===== src/rtl/pixel_bus_receiver_if.sv =====
// pixel_bus_receiver_if
// Shared pixel draw bus (drawer side) plus the plot/ready framebuffer
// handshake (adapter side) of the pixel bus receiver.
//   slave  : view taken by the receiver
//   master : view taken by whatever drives the draw bus and owns fb_ready
interface pixel_bus_receiver_if #(
  parameter int COLOUR_BITS = 3
);
  // Draw bus; the strobe floats when no drawer is active
  logic                   vga_draw_enable_bus;
  logic [7:0]             vga_x_out_bus;
  logic [7:0]             vga_y_out_bus;
  logic [23:0]            vga_RGB_out_bus;

  // Framebuffer side
  logic [7:0]             fb_x;
  logic [6:0]             fb_y;
  logic [COLOUR_BITS-1:0] fb_colour;
  logic                   fb_plot;
  logic                   fb_ready;

  modport slave (
    input  vga_draw_enable_bus,
    input  vga_x_out_bus,
    input  vga_y_out_bus,
    input  vga_RGB_out_bus,
    input  fb_ready,
    output fb_x,
    output fb_y,
    output fb_colour,
    output fb_plot
  );

  modport master (
    output vga_draw_enable_bus,
    output vga_x_out_bus,
    output vga_y_out_bus,
    output vga_RGB_out_bus,
    output fb_ready,
    input  fb_x,
    input  fb_y,
    input  fb_colour,
    input  fb_plot
  );
endinterface


===== src/rtl/pixel_bus_receiver.sv =====
// pixel_bus_receiver
// Sink of the shared pixel draw bus. Each valid draw strobe is clipped to
// the screen, reduced in colour depth and queued in a small FIFO; a
// two-state output stage hands pixels to the framebuffer one at a time over
// a plot/ready handshake so drawers never have to stall.
// Optional feature: define CLIP_COUNT_EN to add a saturating 16-bit
// clip_count output that counts discarded off-screen strobes.
module pixel_bus_receiver #(
  parameter int FIFO_DEPTH  = 8,
  parameter int COLOUR_BITS = 3,
  parameter int SCREEN_W    = 160,
  parameter int SCREEN_H    = 120
) (
  input  logic                        clk,
  input  logic                        reset,
  pixel_bus_receiver_if.slave         bus,
  output logic [$clog2(FIFO_DEPTH):0] fifo_level,
  output logic                        overflow,
  output logic                        busy
`ifdef CLIP_COUNT_EN
  ,
  output logic [15:0]                 clip_count
`endif
);

  localparam int AW = $clog2(FIFO_DEPTH);
  localparam int LW = AW + 1;
  localparam int CB = COLOUR_BITS / 3;
  localparam int EW = 8 + 7 + COLOUR_BITS;

  localparam logic [8:0]    SCREEN_W_L = 9'(SCREEN_W);
  localparam logic [8:0]    SCREEN_H_L = 9'(SCREEN_H);
  localparam logic [LW-1:0] LEVEL_FULL = LW'(FIFO_DEPTH);
  localparam logic [LW-1:0] LEVEL_ZERO = LW'(0);
  localparam logic [LW-1:0] LEVEL_ONE  = LW'(1);
  localparam logic [AW-1:0] PTR_ONE    = AW'(1);

  typedef enum logic [0:0] {
    S_EMPTY = 1'b0,
    S_PLOT  = 1'b1
  } state_t;

  // Keep the top CB bits of each channel, packed {R, G, B}
  function automatic logic [COLOUR_BITS-1:0] reduce_colour(input logic [23:0] rgb);
    reduce_colour = {rgb[23 -: CB], rgb[15 -: CB], rgb[7 -: CB]};
  endfunction

  // Storage and state
  logic [EW-1:0]          mem_q [FIFO_DEPTH];
  logic [AW-1:0]          wr_ptr_q, wr_ptr_d;
  logic [AW-1:0]          rd_ptr_q, rd_ptr_d;
  logic [LW-1:0]          level_q, level_d;
  logic                   overflow_q, overflow_d;
  logic                   busy_q, busy_d;
  state_t                 state_q, state_d;
  logic [7:0]             fb_x_q, fb_x_d;
  logic [6:0]             fb_y_q, fb_y_d;
  logic [COLOUR_BITS-1:0] fb_colour_q, fb_colour_d;
`ifdef CLIP_COUNT_EN
  logic [15:0]            clip_cnt_q, clip_cnt_d;
`endif

  // Datapath control
  logic          strobe_s;
  logic          in_range_s;
  logic          accept_s;
  logic          clip_s;
  logic          fifo_full_s;
  logic          fifo_empty_s;
  logic          push_s;
  logic          pop_s;
  logic          drop_s;
  logic [EW-1:0] entry_s;
  logic [EW-1:0] head_s;

  // Qualify the bus strobe: only a solid 1 is a draw; off-screen draws are clipped
  always_comb begin
    strobe_s   = (bus.vga_draw_enable_bus == 1'b1);
    in_range_s = ({1'b0, bus.vga_x_out_bus} < SCREEN_W_L) &&
                 ({1'b0, bus.vga_y_out_bus} < SCREEN_H_L);
    accept_s   = strobe_s && in_range_s;
    clip_s     = strobe_s && !in_range_s;
    entry_s    = {bus.vga_x_out_bus, bus.vga_y_out_bus[6:0],
                  reduce_colour(bus.vga_RGB_out_bus)};
  end

  // Output stage next state: load the FIFO head whenever the output register is free
  always_comb begin
    state_d = state_q;
    pop_s   = 1'b0;
    case (state_q)
      S_EMPTY: begin
        if (!fifo_empty_s) begin
          pop_s   = 1'b1;
          state_d = S_PLOT;
        end else begin
          state_d = S_EMPTY;
        end
      end
      S_PLOT: begin
        if (bus.fb_ready) begin
          if (!fifo_empty_s) begin
            pop_s   = 1'b1;
            state_d = S_PLOT;
          end else begin
            state_d = S_EMPTY;
          end
        end else begin
          state_d = S_PLOT;
        end
      end
      default: begin
        state_d = S_EMPTY;
      end
    endcase
  end

  // FIFO bookkeeping; a push into a full FIFO survives only if the same edge pops
  always_comb begin
    fifo_full_s  = (level_q == LEVEL_FULL);
    fifo_empty_s = (level_q == LEVEL_ZERO);
    push_s       = accept_s && (!fifo_full_s || pop_s);
    drop_s       = accept_s && fifo_full_s && !pop_s;
    head_s       = mem_q[rd_ptr_q];
    wr_ptr_d     = push_s ? (wr_ptr_q + PTR_ONE) : wr_ptr_q;
    rd_ptr_d     = pop_s  ? (rd_ptr_q + PTR_ONE) : rd_ptr_q;
    case ({push_s, pop_s})
      2'b10:   level_d = level_q + LEVEL_ONE;
      2'b01:   level_d = level_q - LEVEL_ONE;
      default: level_d = level_q;
    endcase
    overflow_d = overflow_q || drop_s;
  end

  // Output register and status next values; pixel fields hold unless a new head is loaded
  always_comb begin
    if (pop_s) begin
      fb_x_d      = head_s[EW-1 -: 8];
      fb_y_d      = head_s[COLOUR_BITS +: 7];
      fb_colour_d = head_s[COLOUR_BITS-1:0];
    end else begin
      fb_x_d      = fb_x_q;
      fb_y_d      = fb_y_q;
      fb_colour_d = fb_colour_q;
    end
    busy_d = (level_d != LEVEL_ZERO) || (state_d == S_PLOT);
  end

`ifdef CLIP_COUNT_EN
  // Saturating count of clipped strobes
  always_comb begin
    if (clip_s && (clip_cnt_q != 16'hFFFF)) begin
      clip_cnt_d = clip_cnt_q + 16'd1;
    end else begin
      clip_cnt_d = clip_cnt_q;
    end
  end
`endif

  // FIFO storage write; contents are don't-care until the pointers say otherwise
  always_ff @(posedge clk) begin
    if (push_s) begin
      mem_q[wr_ptr_q] <= entry_s;
    end
  end

  // State, pointer, output and status registers with synchronous reset
  always_ff @(posedge clk) begin
    if (reset) begin
      state_q     <= S_EMPTY;
      wr_ptr_q    <= '0;
      rd_ptr_q    <= '0;
      level_q     <= '0;
      overflow_q  <= 1'b0;
      busy_q      <= 1'b0;
      fb_x_q      <= 8'd0;
      fb_y_q      <= 7'd0;
      fb_colour_q <= '0;
    end else begin
      state_q     <= state_d;
      wr_ptr_q    <= wr_ptr_d;
      rd_ptr_q    <= rd_ptr_d;
      level_q     <= level_d;
      overflow_q  <= overflow_d;
      busy_q      <= busy_d;
      fb_x_q      <= fb_x_d;
      fb_y_q      <= fb_y_d;
      fb_colour_q <= fb_colour_d;
    end
  end

`ifdef CLIP_COUNT_EN
  // Clip counter register
  always_ff @(posedge clk) begin
    if (reset) begin
      clip_cnt_q <= 16'd0;
    end else begin
      clip_cnt_q <= clip_cnt_d;
    end
  end

  assign clip_count = clip_cnt_q;
`endif

  assign bus.fb_x      = fb_x_q;
  assign bus.fb_y      = fb_y_q;
  assign bus.fb_colour = fb_colour_q;
  assign bus.fb_plot   = (state_q == S_PLOT);
  assign fifo_level    = level_q;
  assign overflow      = overflow_q;
  assign busy          = busy_q;

endmodule

===== src/flat_wrapper.sv =====
// flat-port wrapper written by rule: the top's interface ports become plain ports
module pixel_bus_receiver_flat 
#(
  parameter int FIFO_DEPTH  = 8,
  parameter int COLOUR_BITS = 3,
  parameter int SCREEN_W    = 160,
  parameter int SCREEN_H    = 120
)
  (clk, reset, fifo_level, overflow, busy, bus_vga_draw_enable_bus, bus_vga_x_out_bus, bus_vga_y_out_bus, bus_vga_RGB_out_bus, bus_fb_ready, bus_fb_x, bus_fb_y, bus_fb_colour, bus_fb_plot);
  pixel_bus_receiver_if #(.COLOUR_BITS(COLOUR_BITS)) bus_i ();
  input  logic clk;
  input  logic reset;
  output logic [$clog2(FIFO_DEPTH):0] fifo_level;
  output logic overflow;
  output logic busy;
  input wire logic [$bits(bus_i.vga_draw_enable_bus)-1:0] bus_vga_draw_enable_bus;
  input wire logic [$bits(bus_i.vga_x_out_bus)-1:0] bus_vga_x_out_bus;
  input wire logic [$bits(bus_i.vga_y_out_bus)-1:0] bus_vga_y_out_bus;
  input wire logic [$bits(bus_i.vga_RGB_out_bus)-1:0] bus_vga_RGB_out_bus;
  input wire logic [$bits(bus_i.fb_ready)-1:0] bus_fb_ready;
  output wire logic [$bits(bus_i.fb_x)-1:0] bus_fb_x;
  output wire logic [$bits(bus_i.fb_y)-1:0] bus_fb_y;
  output wire logic [$bits(bus_i.fb_colour)-1:0] bus_fb_colour;
  output wire logic [$bits(bus_i.fb_plot)-1:0] bus_fb_plot;
  assign bus_i.vga_draw_enable_bus = bus_vga_draw_enable_bus;
  assign bus_i.vga_x_out_bus = bus_vga_x_out_bus;
  assign bus_i.vga_y_out_bus = bus_vga_y_out_bus;
  assign bus_i.vga_RGB_out_bus = bus_vga_RGB_out_bus;
  assign bus_i.fb_ready = bus_fb_ready;
  assign bus_fb_x = bus_i.fb_x;
  assign bus_fb_y = bus_i.fb_y;
  assign bus_fb_colour = bus_i.fb_colour;
  assign bus_fb_plot = bus_i.fb_plot;
  pixel_bus_receiver #(.FIFO_DEPTH(FIFO_DEPTH), .COLOUR_BITS(COLOUR_BITS), .SCREEN_W(SCREEN_W), .SCREEN_H(SCREEN_H)) u_core (.clk(clk), .reset(reset), .bus(bus_i), .fifo_level(fifo_level), .overflow(overflow), .busy(busy));
endmodule

===== config.mk =====
export PLATFORM = sky130hd
export DESIGN_NAME = pixel_bus_receiver_flat
export DESIGN_NICKNAME = d
export VERILOG_FILES = /design/src/rtl/pixel_bus_receiver_if.sv /design/src/rtl/pixel_bus_receiver.sv /design/src/flat_wrapper.sv
export SDC_FILE = /design/constraint.sdc
export NUM_CORES = 1
export LEC_CHECK = 0
export BUFFER_PORTS_ARGS = -buffer_cell sky130_fd_sc_hd__buf_2
export CORE_MARGIN = 2
export CORE_UTILIZATION = 35
export CTS_CLUSTER_SIZE = 14
export DETAILED_ROUTE_END_ITERATION = 12
export GPL_TIMING_DRIVEN = 0
export PLACE_DENSITY = 0.55
export SLEW_MARGIN = 20
export SYNTH_ARGS = -nofsm -noshare
export SYNTH_HDL_FRONTEND = slang
export SYNTH_SLANG_ARGS = --single-unit

===== constraint.sdc =====
create_clock -name clk -period 3.9 [get_ports clk]
set_input_delay 0.195 -clock clk [delete_from_list [all_inputs] [get_ports clk]]
set_output_delay 0.195 -clock clk [all_outputs]
set_load 0.005 [all_outputs]

### Yosys cells after proc, flatten, opt, wreduce, memory -nomap -nowiden

Memories as Yosys holds them, arrays and structs flattened. A register that Yosys moved wholly into a read port is not among the register bits.
Index checks and enable logic that the tools add are counted.

* bitwise operators: 1
* eq/ne operators: 3
* reductions and logical operators: 12
* $lt $le $gt $ge: 2
* add/subtract/negate cells: 4
* multiplexer cells: 8

Operator list (number)
* less-than comparator 8 x 7 -> 1 bit, second input constant: 1
* less-than comparator 8 bit, second input constant: 1
* case mux 4 bit (2 select lines): 1
* adder 3 x 1 -> 3 bit, second input constant: 2
* logical AND 1 bit: 5
* 2-to-1 mux 1 bit: 5
* adder 4 x 1 -> 4 bit, second input constant: 1
* == test 4 bit, second input constant: 1
* logical NOT 4 bit: 1
* case mux 1 bit (2 select lines): 2
* nonzero test 4 bit: 1
* subtractor 4 x 1 -> 4 bit, second input constant: 1
* logical OR 1 bit: 3
* == test 2 x 1 -> 1 bit, second input constant: 1
* == test 2 bit, second input constant: 1
* logical NOT 1 bit: 2
* inverter 1 bit: 1

* bits in writable memories: 144
* bits of input ports: 44
* register bits after elaboration: 13
* output and inout bits: 25
* memories: 1

Memory list
* u_core.mem_q: depth 8, width 18, read ports 1, clocked after memory_dff 1, wr ports 1, RTL line pixel_bus_receiver.sv:49 `logic [EW-1:0] mem_q [FIFO_DEPTH];`

### Longest topological paths before layout

* depth after elaboration: 10
* gate-level depth with buffers: 12

### Worst setup path after synthesis

Ideal clock, no wire load.

* path kind: input to register
* from: in bus_vga_x_out_bus[5]
* to: mem u_core.mem_q[0][0] (netlist bit), enable pin
* setup time: 0.439 ns
* stages: 5
* arrival: 2.642 ns
* setup slack: 0.819 ns
* cells stage by stage: o21ai_0 -> and3_1 -> clkbuf_1 -> nand2_1 -> nor4_1

* word-level cells in the longest chain between the ends: 6

Ends and longest elaborated chain
* start, declared: RTL line flat_wrapper.sv:17 `input wire logic [$bits(bus_i.vga_x_out_bus)-1:0] bus_vga_x_out_bus;`
* less-than comparator 8 bit: RTL line pixel_bus_receiver.sv:79 `in_range_s = ({1'b0, bus.vga_x_out_bus} < SCREEN_W_L) &&`
* logical AND 1 bit: RTL line pixel_bus_receiver.sv:79
* logical AND 1 bit: RTL line pixel_bus_receiver.sv:81 `accept_s = strobe_s && in_range_s;`
* logical AND 1 bit: RTL line pixel_bus_receiver.sv:122 `push_s = accept_s && (!fifo_full_s || pop_s);`
* 2-to-1 mux 1 bit: RTL line pixel_bus_receiver.sv:162 `if (push_s) begin`
* 2-to-1 mux 1 bit (not written as such): RTL line pixel_bus_receiver.sv:163 `mem_q[wr_ptr_q] <= entry_s;`
* end, declared: RTL line pixel_bus_receiver.sv:49

No other way between the ends.

### Worst setup path after layout

* from: reg u_core.level_q[1], in the netlist u_core.fifo_level[1]
* to: reg u_core.level_q[2], in the netlist u_core.fifo_level[2]

* word-level cells in the longest chain between the ends: 8

Ends and longest elaborated chain
* start, declared: RTL line pixel_bus_receiver.sv:52 `logic [LW-1:0] level_q, level_d;`
* start signal, assigned: RTL line pixel_bus_receiver.sv:183 `level_q <= level_d;`
* logical NOT 4 bit *: RTL line pixel_bus_receiver.sv:121 `fifo_empty_s = (level_q == LEVEL_ZERO);`
* 2-to-1 mux 1 bit *: RTL line pixel_bus_receiver.sv:93, pixel_bus_receiver.sv:102
* 2-to-1 mux 1 bit: RTL line pixel_bus_receiver.sv:101 `if (bus.fb_ready) begin`
* case mux 1 bit (2 select lines) *: RTL line pixel_bus_receiver.sv:91 `case (state_q)`
* net u_core.pop_s: RTL line pixel_bus_receiver.sv:71 `logic pop_s;`
* logical OR 1 bit: RTL line pixel_bus_receiver.sv:122
* logical AND 1 bit: RTL line pixel_bus_receiver.sv:122
* == test 2 x 1 -> 1 bit / == test 2 bit (equally long branches): RTL line pixel_bus_receiver.sv:127 `case ({push_s, pop_s})`
* case mux 4 bit (2 select lines) *: RTL line pixel_bus_receiver.sv:127

Mark *: on every way through the listed nets, which the timed path passes. The rest lies on a longest branch.
A chain may end at the register's enable or synchronous reset.

==> impl_results.md <==
- Clock Skew: approximately 7.0 ps
- Post-synth EDFFs: 144
- Synth top area share: between 60% and 70%
- Cells after Synth: about 360
- Total Routing Usage GR: 14.7%
- Root buffer cell: clkbuf_16
- Port Buffers: 47
- Final hold slack: 40.7 ps
- Setup bufs post-CTS: 0
- Dpl cells: about 660
- RSZ-0062 raised after global routing: no
- Leakage power: 2.67 nW
- CTS Hold Bufs: 0
- Crit path max fanout: 11
- HP Start: bus_vga_RGB_out_bus[7]
- R2r startpoint: u_core.fifo_level[1]$_SDFF_PP0_
- Reg2Reg Capture Point: u_core.fifo_level[2]$_SDFF_PP0_
- Worst path slowest cell: or4_4
- FF+latch count, synth: between 150 and 200
- Share of layout cells above drive strength 1: 35.5%
- Row count: 50
- Worst slew margin: 45.8%
- Num CTS Buffers: 17
- Mapped Area: 6730 sq um
- Worst-Skew Late Latency: ~420 ps
- Maximum clock rate: 355 MHz
- Antenna violations before repair: 2
- Clock tree buffer depth: 2
- Fill cells: 1675
- First-pass GRT wire length: 21200 um
- Worst vdd ir: approximately 0.35 mV
- Core area: 18800 sq um
- FF-to-FF path depth: 12
- WS Path Type: flip-flop to flip-flop
- Crit-path cells: buf_6 -> or4_4 -> buf_6 -> and2_4 -> buf_6 -> ha_1 -> xor2_1 -> ha_1 -> a21oi_1 -> xor2_1 -> or3_1 -> a21oi_1
- Final Max Tran Viols: 0
- Fin crit share: 72.3%
- Routed wire length per instance: 20.5 um
- Post-CTS Resized: 0
- Final core occ: 42.3%
- DR pass1 iterations: 4
- Total gr overflow: 0
- DR DRC count: 0
- Status: complete, no violations
- Syn-to-layout area delta: 18.0%
- Largest net degree at the start of global routing: 19
- Synth area leader: edfxtp_1
- CTS tree: yes
- CP startpoint kind: flip-flop
- Initial Util: 35.8%
- Worst slew pin tran: 813 ps
- Total number of H-tree levels: 4
- Sinks on Clock Net: 175
- Pwr/cell area: 677 nW/um^2
- Layout Cells excl Fill: 690
- GPL Wtd Cong: 0.695
- Layout Nets: around 500
- Shortest period the worst path allows: 2820 ps
- Total I/O pin count: 69
- Final setup violation count: 0
- DR vias: 3556
- Asr flop ratio synth: 0%
- Hold Crit Endpoint: u_core.mem_q[6][0]$_DFFE_PP_
- Sequential cell area: 4940 sq um
- Mean Syn Cell Area: 18.6 sq um
- Count leader, synth: edfxtp_1
- Yosys warnings: 0
- Ys flop type: edfxtp_1
- Final setup TNS: 0 ps
- Flop-to-flop setup slack: 1080 ps
- Die Ht: around 140 um
- Post-DP HPWL: 9160 um
- Post-synthesis sequential area ratio: approximately three quarters
- Multi-input gate area: 1690 sq um
- DRT iter0 DRCs: between 200 and 300
- CTS clk-pin slew, worst paths: 70 ps
- Top cell by count, worst path: buf_6
- CP max stage delay: 510 ps
- Number of global-route vias before repair: 3625
- Final hold violation count: 0
- Worst path required time: roughly 4300 ps
- WHS Path Cells: 1
- Drt total wl: 14100 um
- Die Width: around 140 um
- Vias per inst: 5.15
- Worst Path Arrival: 3170 ps
- Commonest cells post-synth: edfxtp_1 (144), mux4_2 (36), nor2_1 (32)
- Die area: 20300 sq um
- Hold Crit Class: primary input to flip-flop
- Synth top area cells: edfxtp_1 (64%), mux4_2 (12%), dfxtp_1 (9.2%)
- Syn nets: a little over 400
- Crit. End Element: flip-flop
- ANT nets after route: 0
- Count of cell types in the netlist: 37
- Max Cap Viol: 0
where the power goes:
group          internal (mW)  switching, mW  leakage, nW  total (mW)
clock                  0.827          0.726        0.264        1.55
combinational          0.725          0.857        0.851        1.58
sequential              2.16         0.0814         1.55        2.24
total                   3.71           1.66         2.67        5.37
state kept, by name, summed over array words and instances, names as in the netlist:
register,count
u_core.rd_ptr_q,3
u_core.overflow,1
u_core.bus.fb_plot,1
u_core.fifo_level,4
u_core.bus.fb_colour,3
u_core.bus.fb_y,7
u_core.busy,1
u_core.bus.fb_x,8
u_core.mem_q,144
u_core.wr_ptr_q,3
per-layer routing:
metal / routed length [um] / track usage [%] / vias to the layer above
met5: 0 / 0 / -
met4: 223 / 6.25 / 0
met3: 520 / 3.42 / 14
met2: 6910 / 24.0 / 69
met1: 6470 / 19.0 / 1860
li1: - / - / 1613
critical path: cells and delay by family (launching register included):
family | cells | cell delay, ps
compound gates | 2 | 290
fa+ha+maj | 2 | 450
flops | 1 | 320
simple gates | 3 | 1000
buf+inv | 3 | 440
xor+xnor | 2 | 250
placed cells by master (no fill, tap or decap), types with 2 or more instances in the layout:
| cell | synthesis | layout |
|---|---|---|
| nand2_1 | 2 | 2 |
| diode_2 | 0 | 2 |
| o21ai_0 | 6 | 6 |
| nor2b_1 | 4 | 4 |
| clkinv_4 | 0 | 3 |
| inv_8 | 0 | 2 |
| dfxtp_1 | 31 | 31 |
| inv_1 | 2 | 2 |
| nor3_1 | 12 | 8 |
| and3_1 | 2 | 2 |
| nand2b_1 | 2 | 2 |
| nor3_2 | 11 | 15 |
| or3_1 | 2 | 2 |
| xnor2_1 | 2 | 2 |
| a21oi_1 | 8 | 8 |
| clkbuf_1 | 8 | 9 |
| o22ai_1 | 18 | 18 |
| buf_2 | 4 | 54 |
| mux2i_1 | 2 | 2 |
| nor2_1 | 32 | 29 |
| clkinv_1 | 0 | 2 |
| inv_6 | 0 | 4 |
| clkbuf_16 | 0 | 17 |
| nand3_1 | 5 | 5 |
| buf_4 | 1 | 10 |
| nor2_4 | 0 | 3 |
| mux4_2 | 36 | 36 |
| clkinv_2 | 0 | 2 |
| nand3_4 | 2 | 2 |
| buf_6 | 5 | 6 |
| ha_1 | 5 | 5 |
| edfxtp_1 | 144 | 144 |
| nand4_1 | 2 | 2 |
| xor2_1 | 3 | 3 |
through the flow:
stage                     total power, mW  area, sq um  setup WS, ps
final                                5.37         7940          1080
after global placement               3.85         7250         -1530
after detailed placement             3.89         7400          1020
after global routing                 5.66         7940           953
after floorplan                      3.40         6730           819
after CTS                            5.44         7930          1060
cell type report:
| class | count | area share [%] |
|---|---|---|
| flip-flops and latches | 175 | 62.3 |
| multi-input cells | 166 | 21.3 |
| clock buffers | 18 | 5.41 |
| repair buffers | 60 | 4.15 |
| well taps | 234 | 3.69 |
| plain buffers | 19 | 1.69 |
| clock inverters | 14 | 1.37 |
| inverters | 2 | 0.0946 |
| diodes | 2 | 0.0630 |
kinds of logic after synthesis:
logic type               share of synthesized area [%]
buffers and inverters                             2.10
AO/OA/AOI/OAI                                     2.98
AND/OR/NAND/NOR                                   7.29
adder cells (fa/ha/maj)                          0.930
flip-flops                                        73.5
multiplexers                                      12.5
XOR/XNOR                                         0.651
how the worst max path moves through the flow:
| stage | start | endpoint | cells past startpoint |
|---|---|---|---|
| floorplan | bus_vga_x_out_bus[5] | u_core.mem_q[0][0]$_DFFE_PP_ | 5 |
| global placement | bus_vga_x_out_bus[5] | u_core.mem_q[0][14]$_DFFE_PP_ | 6 |
| detailed placement | bus_vga_x_out_bus[5] | u_core.mem_q[0][12]$_DFFE_PP_ | 9 |
| CTS | u_core.fifo_level[1]$_SDFF_PP0_ | u_core.fifo_level[2]$_SDFF_PP0_ | 12 |
| global route | u_core.fifo_level[0]$_SDFF_PP0_ | u_core.fifo_level[2]$_SDFF_PP0_ | 11 |
| finish | u_core.fifo_level[1]$_SDFF_PP0_ | u_core.fifo_level[2]$_SDFF_PP0_ | 12 |
Power figures use the tool's default switching activity.
